===== config.mk =====
export PLATFORM = sky130hd
export DESIGN_NAME = flush_redirect_ctrl
export DESIGN_NICKNAME = d
export VERILOG_FILES = /design/src/rtl/flush_redirect_ctrl_pkg.sv /design/src/rtl/flush_redirect_ctrl_inflight_cnt.sv /design/src/rtl/flush_redirect_ctrl.sv
export SDC_FILE = /design/constraint.sdc
export NUM_CORES = 1
export LEC_CHECK = 0
export ABC_AREA = 1
export CORE_MARGIN = 3
export CORE_UTILIZATION = 40
export CTS_CLUSTER_SIZE = 8
export DETAILED_ROUTE_END_ITERATION = 7
export PLACE_DENSITY = 0.74
export SETUP_SLACK_MARGIN = 0.5
export SLEW_MARGIN = 20
export SYNTH_ARGS = -nofsm -noshare
export SYNTH_HDL_FRONTEND = slang
export SYNTH_SLANG_ARGS = --single-unit

===== constraint.sdc =====
create_clock -name clk -period 1.9 [get_ports clk]
set_input_delay 0.285 -clock clk [delete_from_list [all_inputs] [get_ports clk]]
set_output_delay 0.285 -clock clk [all_outputs]
set_load 0.02 [all_outputs]

===== src/rtl/flush_redirect_ctrl_pkg.sv =====
`default_nettype none
// ============================================================================
//  Module   : flush_redirect_ctrl_pkg
//  Brief    : Shared types, vector constants and target-select helper for the
//             write-back flush / pre-IF redirect controller.
//  Revision : 1.0
// ============================================================================
package flush_redirect_ctrl_pkg;

  // Exception entry points (boot-exception-vector space)
  localparam logic [31:0] C_EXC_VEC    = 32'hBFC0_0380;
  localparam logic [31:0] C_REFILL_VEC = 32'hBFC0_0200;

  typedef enum logic [0:0] {
    ST_IDLE  = 1'b0,
    ST_REDIR = 1'b1
  } state_e;

  // Redirect target for a WB event; exception beats ERET beats TLB refetch.
  // The refetch target wraps modulo 2^32.
  function automatic logic [31:0] flush_target(
    input logic        exc,
    input logic        refill,
    input logic        eret,
    input logic [31:0] epc,
    input logic [31:0] pc,
    input logic [31:0] exc_vec,
    input logic [31:0] refill_vec
  );
    logic [31:0] tgt;
    if (exc) begin
      tgt = refill ? refill_vec : exc_vec;
    end else if (eret) begin
      tgt = epc;
    end else begin
      tgt = pc + 32'd4;
    end
    return tgt;
  endfunction

endpackage
`default_nettype wire


===== src/rtl/flush_redirect_ctrl_inflight_cnt.sv =====
`default_nettype none
// ============================================================================
//  Module   : flush_redirect_ctrl_inflight_cnt
//  Brief    : Up/down counter of in-flight fetch requests with optional
//             parallel load; simultaneous inc and dec cancel.
//  Revision : 1.0
// ============================================================================
module flush_redirect_ctrl_inflight_cnt #(
  parameter int MAX = 4,
  parameter int CW  = $clog2(MAX + 1)
) (
  input  logic          clk,
  input  logic          resetn,
  input  logic          load_i,
  input  logic [CW-1:0] load_val_i,
  input  logic          inc_i,
  input  logic          dec_i,
  output logic [CW-1:0] cnt_o
);

  logic [CW-1:0] cnt_q;
  logic [CW-1:0] cnt_d;

  // Next count: a load takes precedence over the inc/dec pair
  always_comb begin
    cnt_d = cnt_q;
    if (load_i) begin
      cnt_d = load_val_i;
    end else begin
      cnt_d = cnt_q + CW'(inc_i) - CW'(dec_i);
    end
  end

  // Count register, cleared asynchronously
  always_ff @(posedge clk or negedge resetn) begin
    if (!resetn) begin
      cnt_q <= '0;
    end else begin
      cnt_q <= cnt_d;
    end
  end

  // Saturation checks: never above MAX, never decremented through zero
  always_ff @(posedge clk) begin
    if (resetn) begin
      assert (cnt_d <= CW'(MAX));
      assert (!(!load_i && dec_i && !inc_i && (cnt_q == '0)));
    end
  end

  assign cnt_o = cnt_q;

endmodule
`default_nettype wire


===== src/rtl/flush_redirect_ctrl.sv =====
`default_nettype none
// ============================================================================
//  Module   : flush_redirect_ctrl
//  Brief    : Same-cycle pipeline flush for WB exception / ERET / TLB refetch,
//             held valid/ready redirect toward pre-IF, and stale fetch-response
//             tracking so responses to pre-flush requests are dropped.
//  Revision : 1.0
// ============================================================================
module flush_redirect_ctrl
  import flush_redirect_ctrl_pkg::*;
#(
  parameter logic [31:0] EXC_VEC    = C_EXC_VEC,
  parameter logic [31:0] REFILL_VEC = C_REFILL_VEC,
  parameter int          MAX_OUTST  = 4
) (
  input  logic        clk,
  input  logic        resetn,
  input  logic        ws_exc_i,
  input  logic        ws_refill_i,
  input  logic        ws_eret_i,
  input  logic        ws_tlb_flush_i,
  input  logic [31:0] ws_epc_i,
  input  logic [31:0] ws_pc_i,
  output logic        flush_out_o,
  output logic        redirect_valid_o,
  output logic [31:0] redirect_pc_o,
  input  logic        redirect_ready_i,
  input  logic        inst_req_fire_i,
  input  logic        inst_resp_fire_i,
  output logic        discard_resp_o,
  output logic        busy_o
);

  localparam int CW = $clog2(MAX_OUTST + 1);

  state_e        state_q, state_d;
  logic [31:0]   redir_pc_q, redir_pc_d;
  logic          ev;
  logic          accept;
  logic [31:0]   target;
  logic [CW-1:0] outst_cnt;
  logic [CW-1:0] outst_next;
  logic [CW-1:0] discard_cnt;
  logic          discard_inc;

  assign ev          = ws_exc_i | ws_eret_i | ws_tlb_flush_i;
  assign flush_out_o = ev;
  assign accept      = (state_q == ST_REDIR) && redirect_ready_i;
  assign target      = flush_target(ws_exc_i, ws_refill_i, ws_eret_i, ws_epc_i, ws_pc_i,
                                    EXC_VEC, REFILL_VEC);

  // Redirect FSM: a new event always relatches, even on the accept cycle
  always_comb begin
    state_d    = state_q;
    redir_pc_d = redir_pc_q;
    if (ev) begin
      state_d    = ST_REDIR;
      redir_pc_d = target;
    end else if (accept) begin
      state_d    = ST_IDLE;
    end
  end

  // FSM state and held redirect target
  always_ff @(posedge clk or negedge resetn) begin
    if (!resetn) begin
      state_q    <= ST_IDLE;
      redir_pc_q <= '0;
    end else begin
      state_q    <= state_d;
      redir_pc_q <= redir_pc_d;
    end
  end

  assign redirect_valid_o = (state_q == ST_REDIR);
  assign redirect_pc_o    = redir_pc_q;

  // Every request outstanding after this cycle is stale when an event fires
  assign outst_next     = outst_cnt + CW'(inst_req_fire_i) - CW'(inst_resp_fire_i);
  // Requests issued while the redirect is still pending are also stale
  assign discard_inc    = inst_req_fire_i && (state_q == ST_REDIR) && !accept;
  assign discard_resp_o = inst_resp_fire_i && (discard_cnt != '0);
  assign busy_o         = redirect_valid_o || (discard_cnt != '0);

  flush_redirect_ctrl_inflight_cnt #(
    .MAX (MAX_OUTST),
    .CW  (CW)
  ) u_outst_cnt (
    .clk        (clk),
    .resetn     (resetn),
    .load_i     (1'b0),
    .load_val_i ('0),
    .inc_i      (inst_req_fire_i),
    .dec_i      (inst_resp_fire_i),
    .cnt_o      (outst_cnt)
  );

  flush_redirect_ctrl_inflight_cnt #(
    .MAX (MAX_OUTST),
    .CW  (CW)
  ) u_discard_cnt (
    .clk        (clk),
    .resetn     (resetn),
    .load_i     (ev),
    .load_val_i (outst_next),
    .inc_i      (discard_inc),
    .dec_i      (discard_resp_o),
    .cnt_o      (discard_cnt)
  );

  // Stale responses can never outnumber responses still owed
  always_ff @(posedge clk) begin
    if (resetn) begin
      assert (discard_cnt <= outst_cnt);
    end
  end

endmodule
`default_nettype wire


# Yosys cells after proc, flatten, opt, wreduce, memory -nomap -nowiden
# Index checks and enable logic that the tools add are counted.
[classes] addsub=5 n_mux=6 bitwise_logic=2 n_reduce_logical=8
[op_table] op="$mux W32" count=2
[op_table] op="$add A32 B3 Y32 const B" count=1
[op_table] op="$mux W9" count=1
[op_table] op="$add A3 B1 Y3" count=2
[op_table] op="$sub A3 B1 Y3" count=2
[op_table] op="$logic_and A1 B1 Y1" count=4
[op_table] op="$mux W3" count=1
[op_table] op="$reduce_bool A3 Y1" count=1
[op_table] op="$mux W1" count=2
[op_table] op="$or A1 B1 Y1" count=2
[op_table] op="$reduce_bool A2 Y1" count=1
[op_table] op="$logic_not A1 Y1" count=1
[op_table] op="$logic_or A1 B1 Y1" count=1
[word_totals] register_bits=39 in_bits=73 out_inout_bits=36

# Depth between registers and ports, before layout
[logic_depth] ltp_word=6 ltp_mapped=10

# Cells and area by module
# From an unflattened synthesis, not the netlist that was laid out.
[hier_totals] cells_unflattened=437 area_unflattened_um2=2954.1
[by_module_without_submodules] module="flush_redirect_ctrl" n_inst=1 cells_each=381 area_per_inst_um2=2541.2 seq_area_each_um2=825.8
[by_module_without_submodules] module="flush_redirect_ctrl_inflight_cnt" n_inst=2 cells_each=28 area_per_inst_um2=206.4 seq_area_each_um2=75.1

# Least setup slack after synthesis
# OpenSTA, ideal clock, no wires.
[synth_path] path_kind="reg2reg" start="reg u_discard_cnt.cnt_q[1] (netlist: u_discard_cnt.cnt_o[1])" end="reg u_discard_cnt.cnt_q[2] (netlist: u_discard_cnt.cnt_o[2])" setup_time_ps=132 t_arrival_ps=2073 required_ps=1768 slack_ps=-305 path_stages_with_launch=10 path_buffers=0 period_less_slack_ps=2205 path_cell_list="dfrtp_1 -> inv_1 -> a31oi_1 -> ha_1 -> inv_1 -> ha_1 -> fa_1 -> xnor2_1 -> xor2_1 -> o21ai_0"
[synth_via] elab_chain_cells=4
[synth_lines] item="start: declaration" line="flush_redirect_ctrl_inflight_cnt.sv:21" source="logic [CW-1:0] cnt_q;"
[synth_lines] item="start signal: assignment" line="flush_redirect_ctrl_inflight_cnt.sv:39" source="cnt_q <= cnt_d;"
[synth_lines] item="$reduce_bool A3 Y1" line="flush_redirect_ctrl.sv:82" source="assign discard_resp_o = inst_resp_fire_i && (discard_cnt != '0);"
[synth_lines] item="$logic_and A1 B1 Y1" line="flush_redirect_ctrl.sv:82"
[synth_lines] item="via discard_resp_o" line="flush_redirect_ctrl.sv:30" source="output logic discard_resp_o,"
[synth_lines] item="$sub A3 B1 Y3" line="flush_redirect_ctrl_inflight_cnt.sv:30" source="cnt_d = cnt_q + CW'(inc_i) - CW'(dec_i);"
[synth_lines] item="$mux W3" line="flush_redirect_ctrl_inflight_cnt.sv:27" source="if (load_i) begin"
[synth_lines] item="via u_discard_cnt.cnt_d[2]" line="flush_redirect_ctrl_inflight_cnt.sv:22" source="logic [CW-1:0] cnt_d;"
# The timed path passes the listed nets, and every way through them passes these cells.
# A chain may end at the register's enable or synchronous reset.

# Worst setup path after layout
[layout_path] start="reg u_discard_cnt.cnt_q[2] (netlist: u_discard_cnt.cnt_o[2])" end="reg u_discard_cnt.cnt_q[2] (netlist: u_discard_cnt.cnt_o[2])"
[layout_via] elab_chain_cells=4
[layout_lines] item="parallel branches: the longest is 2 deep, another holds $add A3 B1 Y3"
[layout_lines] item="$sub A3 B1 Y3 *" line="flush_redirect_ctrl_inflight_cnt.sv:30"
[layout_lines] item="$mux W3 *" line="flush_redirect_ctrl_inflight_cnt.sv:27"
[layout_lines] item="via u_discard_cnt.cnt_d[2]" line="flush_redirect_ctrl_inflight_cnt.sv:22"
# Mark *: on every way through the listed nets, which the timed path passes.

==> results.tsv <==
metric	value	unit
Slew HR	0.6566	
Worst-Margin Slew	0.5152	ns
Seq pwr share	0.344	
final worst slack	0.01365	ns
first-pass GRT wire length	13840	um
1st-iter DRT viols	133	
share of cells above drive strength 1	0.2037	
Critical Path End Type	flop	
max-slew violations	0	
H-tree Lvls	2	
Initial Util	0.4202	
die extent in y	88.37	um
# clock sinks	39	
die area	0.007809	mm^2
initial antenna violation count	0	
WS Path Type	flop to flop	
vias in the first global route	2965	
n_diodes	0	
final wirelength	8861	um
Critical Path AT	2.10	ns
fin nets	619	
Die Wd	88.37	um
Int Power	1.992	mW
1st-pass router iterations	4	
Hold Crit Class	input port to async pin	
Hold Slack	0.03854	ns
final hold vios	0	
largest net degree at the start of global routing	40	
crit path launch type	flop	
Final Cycle Share	0.9928	
Crit Path Max Fanout	2	
I/O Buffers	108	
warning count from the yosys run	0	
syn_area_per_cell	6.717	um^2
Clk pwr share	0.243	
syn nets	484	
synthesized instance count	404	
synth unique cells	28	
Comb power frac	0.414	
Final min period	1.886	ns
core region area	0.006459	mm^2
hpwl dp	6522	um
flop2flop setup slack	0.01	ns
clk buf depth	2	
Clock Tree Root	clkbuf_8	
mapped cell area	0.002714	mm^2
Vias	3110	
vias per inst	5.041	
Finish-stage setup viols	0	
All-Layer GR Usage	0.2264	
Rows	29	
Net Sw Power	0.9987	mW
CTS clock-pin slew for the worst setup and hold paths	0.08	ns
io pins	109	
status	complete, no violations	
CTS tree	built	
MaxCap Viol Count	0	
dpl ws	-0.3386	ns
Final ANT Viol Nets	0	
Net Sw Frac	0.3339	
Yosys reg bits	39	
Congestion Overflow GR	0	
RR Endpoint	u_discard_cnt.cnt_o[2]	
Worst-Skew Late Latency	0.29	ns
leak pwr	2.113	nW
post-synthesis sequential area ratio	0.3596	
WP data required	2.11	ns
Max Freq	530.1	MHz
Syn-to-layout area delta	62.01	%
Clock Skews	0.0003692	ns
reg2reg start	u_discard_cnt.cnt_o[2]	
WL per Instance	14.36	um
number of CTS-inserted buffers	5	
Max VDD drop	361.7	uV
RSZ-0062 raised after global routing	true	
Reg2Reg Depth	9	
DRC errors left	0	
PwrDens	680.3	mW/mm^2
gpl congestion	0.8303	
==> layer usage <==
layer / GRT usage / share of wire / up-vias
met1: 0.2888 / 0.44 / 1445
met2: 0.3984 / 0.50 / 94
li1: - / - / 1558
met5: 0 / 0 / -
met3: 0.03073 / 0.044 / 13
met4: 0.06731 / 0.017 / 0
==> cells in the final DEF (no fill, tap or decap), types with 6 or more instances in the layout <==
cell	n
buf_4	25
nand2_2	11
a21oi_1	25
nor2_4	9
xor2_1	7
dlymetal6s2s_1	9
nor2_2	17
nand2_1	100
dlygate4sd2_1	51
nand3_1	24
o21ai_0	26
nor2_1	50
clkdlybuf4s50_1	40
o21ai_1	9
inv_2	6
clkbuf_8	6
inv_1	34
dfrtp_1	39
==> per-stage QoR <==
step | instances | total power [mW] | TNS, ns | cell area (um^2) | util
after floorplan | 404 | 1.666 | -0.02255 | 2754 | -
after global placement | 600 | 2.141 | -0.7241 | 4050 | 0.6271
after detailed placement | 600 | 2.174 | -1.143 | 4050 | 0.6271
after CTS | 614 | 2.965 | -0.004813 | 4249 | 0.6579
after global routing | 617 | 3.192 | -0.05448 | 4397 | 0.6807
final | 617 | 2.991 | 0 | 4397 | 0.6807
==> state kept, by name, summed over array words and instances (netlist names) <==
signal               count
u_discard_cnt.cnt_o      3
redirect_valid_o         1
redirect_pc_o           32
u_outst_cnt.cnt_o        3
==> synth_stat cells <==
master | number | area [um^2]
dfrtp_1 | 39 | 975.9
nor3_1 | 1 | 5.000
nand2_4 | 1 | 11.26
or2_2 | 1 | 6.260
nand4_1 | 3 | 18.77
inv_4 | 1 | 6.260
a31oi_1 | 1 | 6.260
buf_4 | 1 | 7.510
nor2_1 | 69 | 259.0
nand3b_1 | 4 | 30.03
mux2i_1 | 3 | 30.03
inv_1 | 39 | 146.4
clkbuf_1 | 3 | 11.26
buf_2 | 7 | 35.03
xor2_1 | 7 | 61.31
nand2_1 | 111 | 416.7
nand2_2 | 3 | 18.77
nor3b_1 | 1 | 7.510
nor2_2 | 2 | 12.51
nand3_1 | 24 | 120.1
xnor2_1 | 4 | 35.03
o21ai_1 | 2 | 10.01
nor2_4 | 5 | 56.30
o21ai_0 | 35 | 175.2
fa_1 | 2 | 40.04
inv_2 | 1 | 3.750
a21oi_1 | 29 | 145.1
ha_1 | 5 | 62.56
==> layout make-up <==
type | count | area, um^2
Inverter | 41 | 156.4
Clock buffer | 6 | 82.58
Timing Repair inverter | 1 | 7.507
Fill cell | 543 | 2062
Timing Repair Buffer | 138 | 1304
Sequential cell | 39 | 975.9
Multi-Input combinational cell | 313 | 1739
Tap cell | 77 | 96.34
Clock inverter | 2 | 35.03
==> power groups by stage <==
| stage | Clock [mW] | Combinational [mW] | Sequential (mW) |
|---|---|---|---|
| 3_5_place_dp | 0 | 1.13 | 1.04 |
| 3_3_place_gp | 0 | 1.10 | 1.04 |
| 2_1_floorplan | 0 | 0.556 | 1.11 |
| 5_1_grt | 0.768 | 1.38 | 1.04 |
| 4_1_cts | 0.741 | 1.20 | 1.03 |
| 6_report | 0.725 | 1.24 | 1.03 |
==> how the worst max path moves through the flow <==
stage,from,to,slack [ns],cells past startpoint
final,u_discard_cnt.cnt_o[2],u_discard_cnt.cnt_o[2],0.01,9
after global routing,u_discard_cnt.cnt_o[2],u_discard_cnt.cnt_o[2],-0.05,9
after CTS,u_discard_cnt.cnt_o[2],u_discard_cnt.cnt_o[2],-0.005,9
after detailed placement,inst_resp_fire_i,u_discard_cnt.cnt_o[2],-0.34,10
after global placement,inst_resp_fire_i,u_discard_cnt.cnt_o[2],-0.28,10
after floorplan,u_discard_cnt.cnt_o[2],u_discard_cnt.cnt_o[2],-0.02,9
==> critical path, cell delays in order, from the launching register on <==
cell and delay, ns:
dfrtp_1 0.40, inv_2 0.08, a31oi_4 0.09, ha_4 0.27
inv_2 0.04, ha_4 0.15, fa_2 0.34, xnor2_2 0.14
xor2_1 0.16, o21ai_1 0.13
==> repair_timing <==
action / 4_1_cts / 5_1_grt
pin swaps: 21 / 12
gates resized for setup: 103 / 45
hold buffers: 0 / 0
gates cloned: 1 / 1
setup buffers: 5 / 2
endpoints found under the setup margin: 66 / 34
==> cell families after synthesis <==
group / synth area share
and+or+nand+nor: 0.3545
AOI/OAI and AO/OA: 0.1240
buffers and inverters: 0.07745
DFF: 0.3596
xor gates and xnor gates: 0.03550
adders and majority gates: 0.03781
muxes: 0.01107
Power figures use the tool's default switching activity.
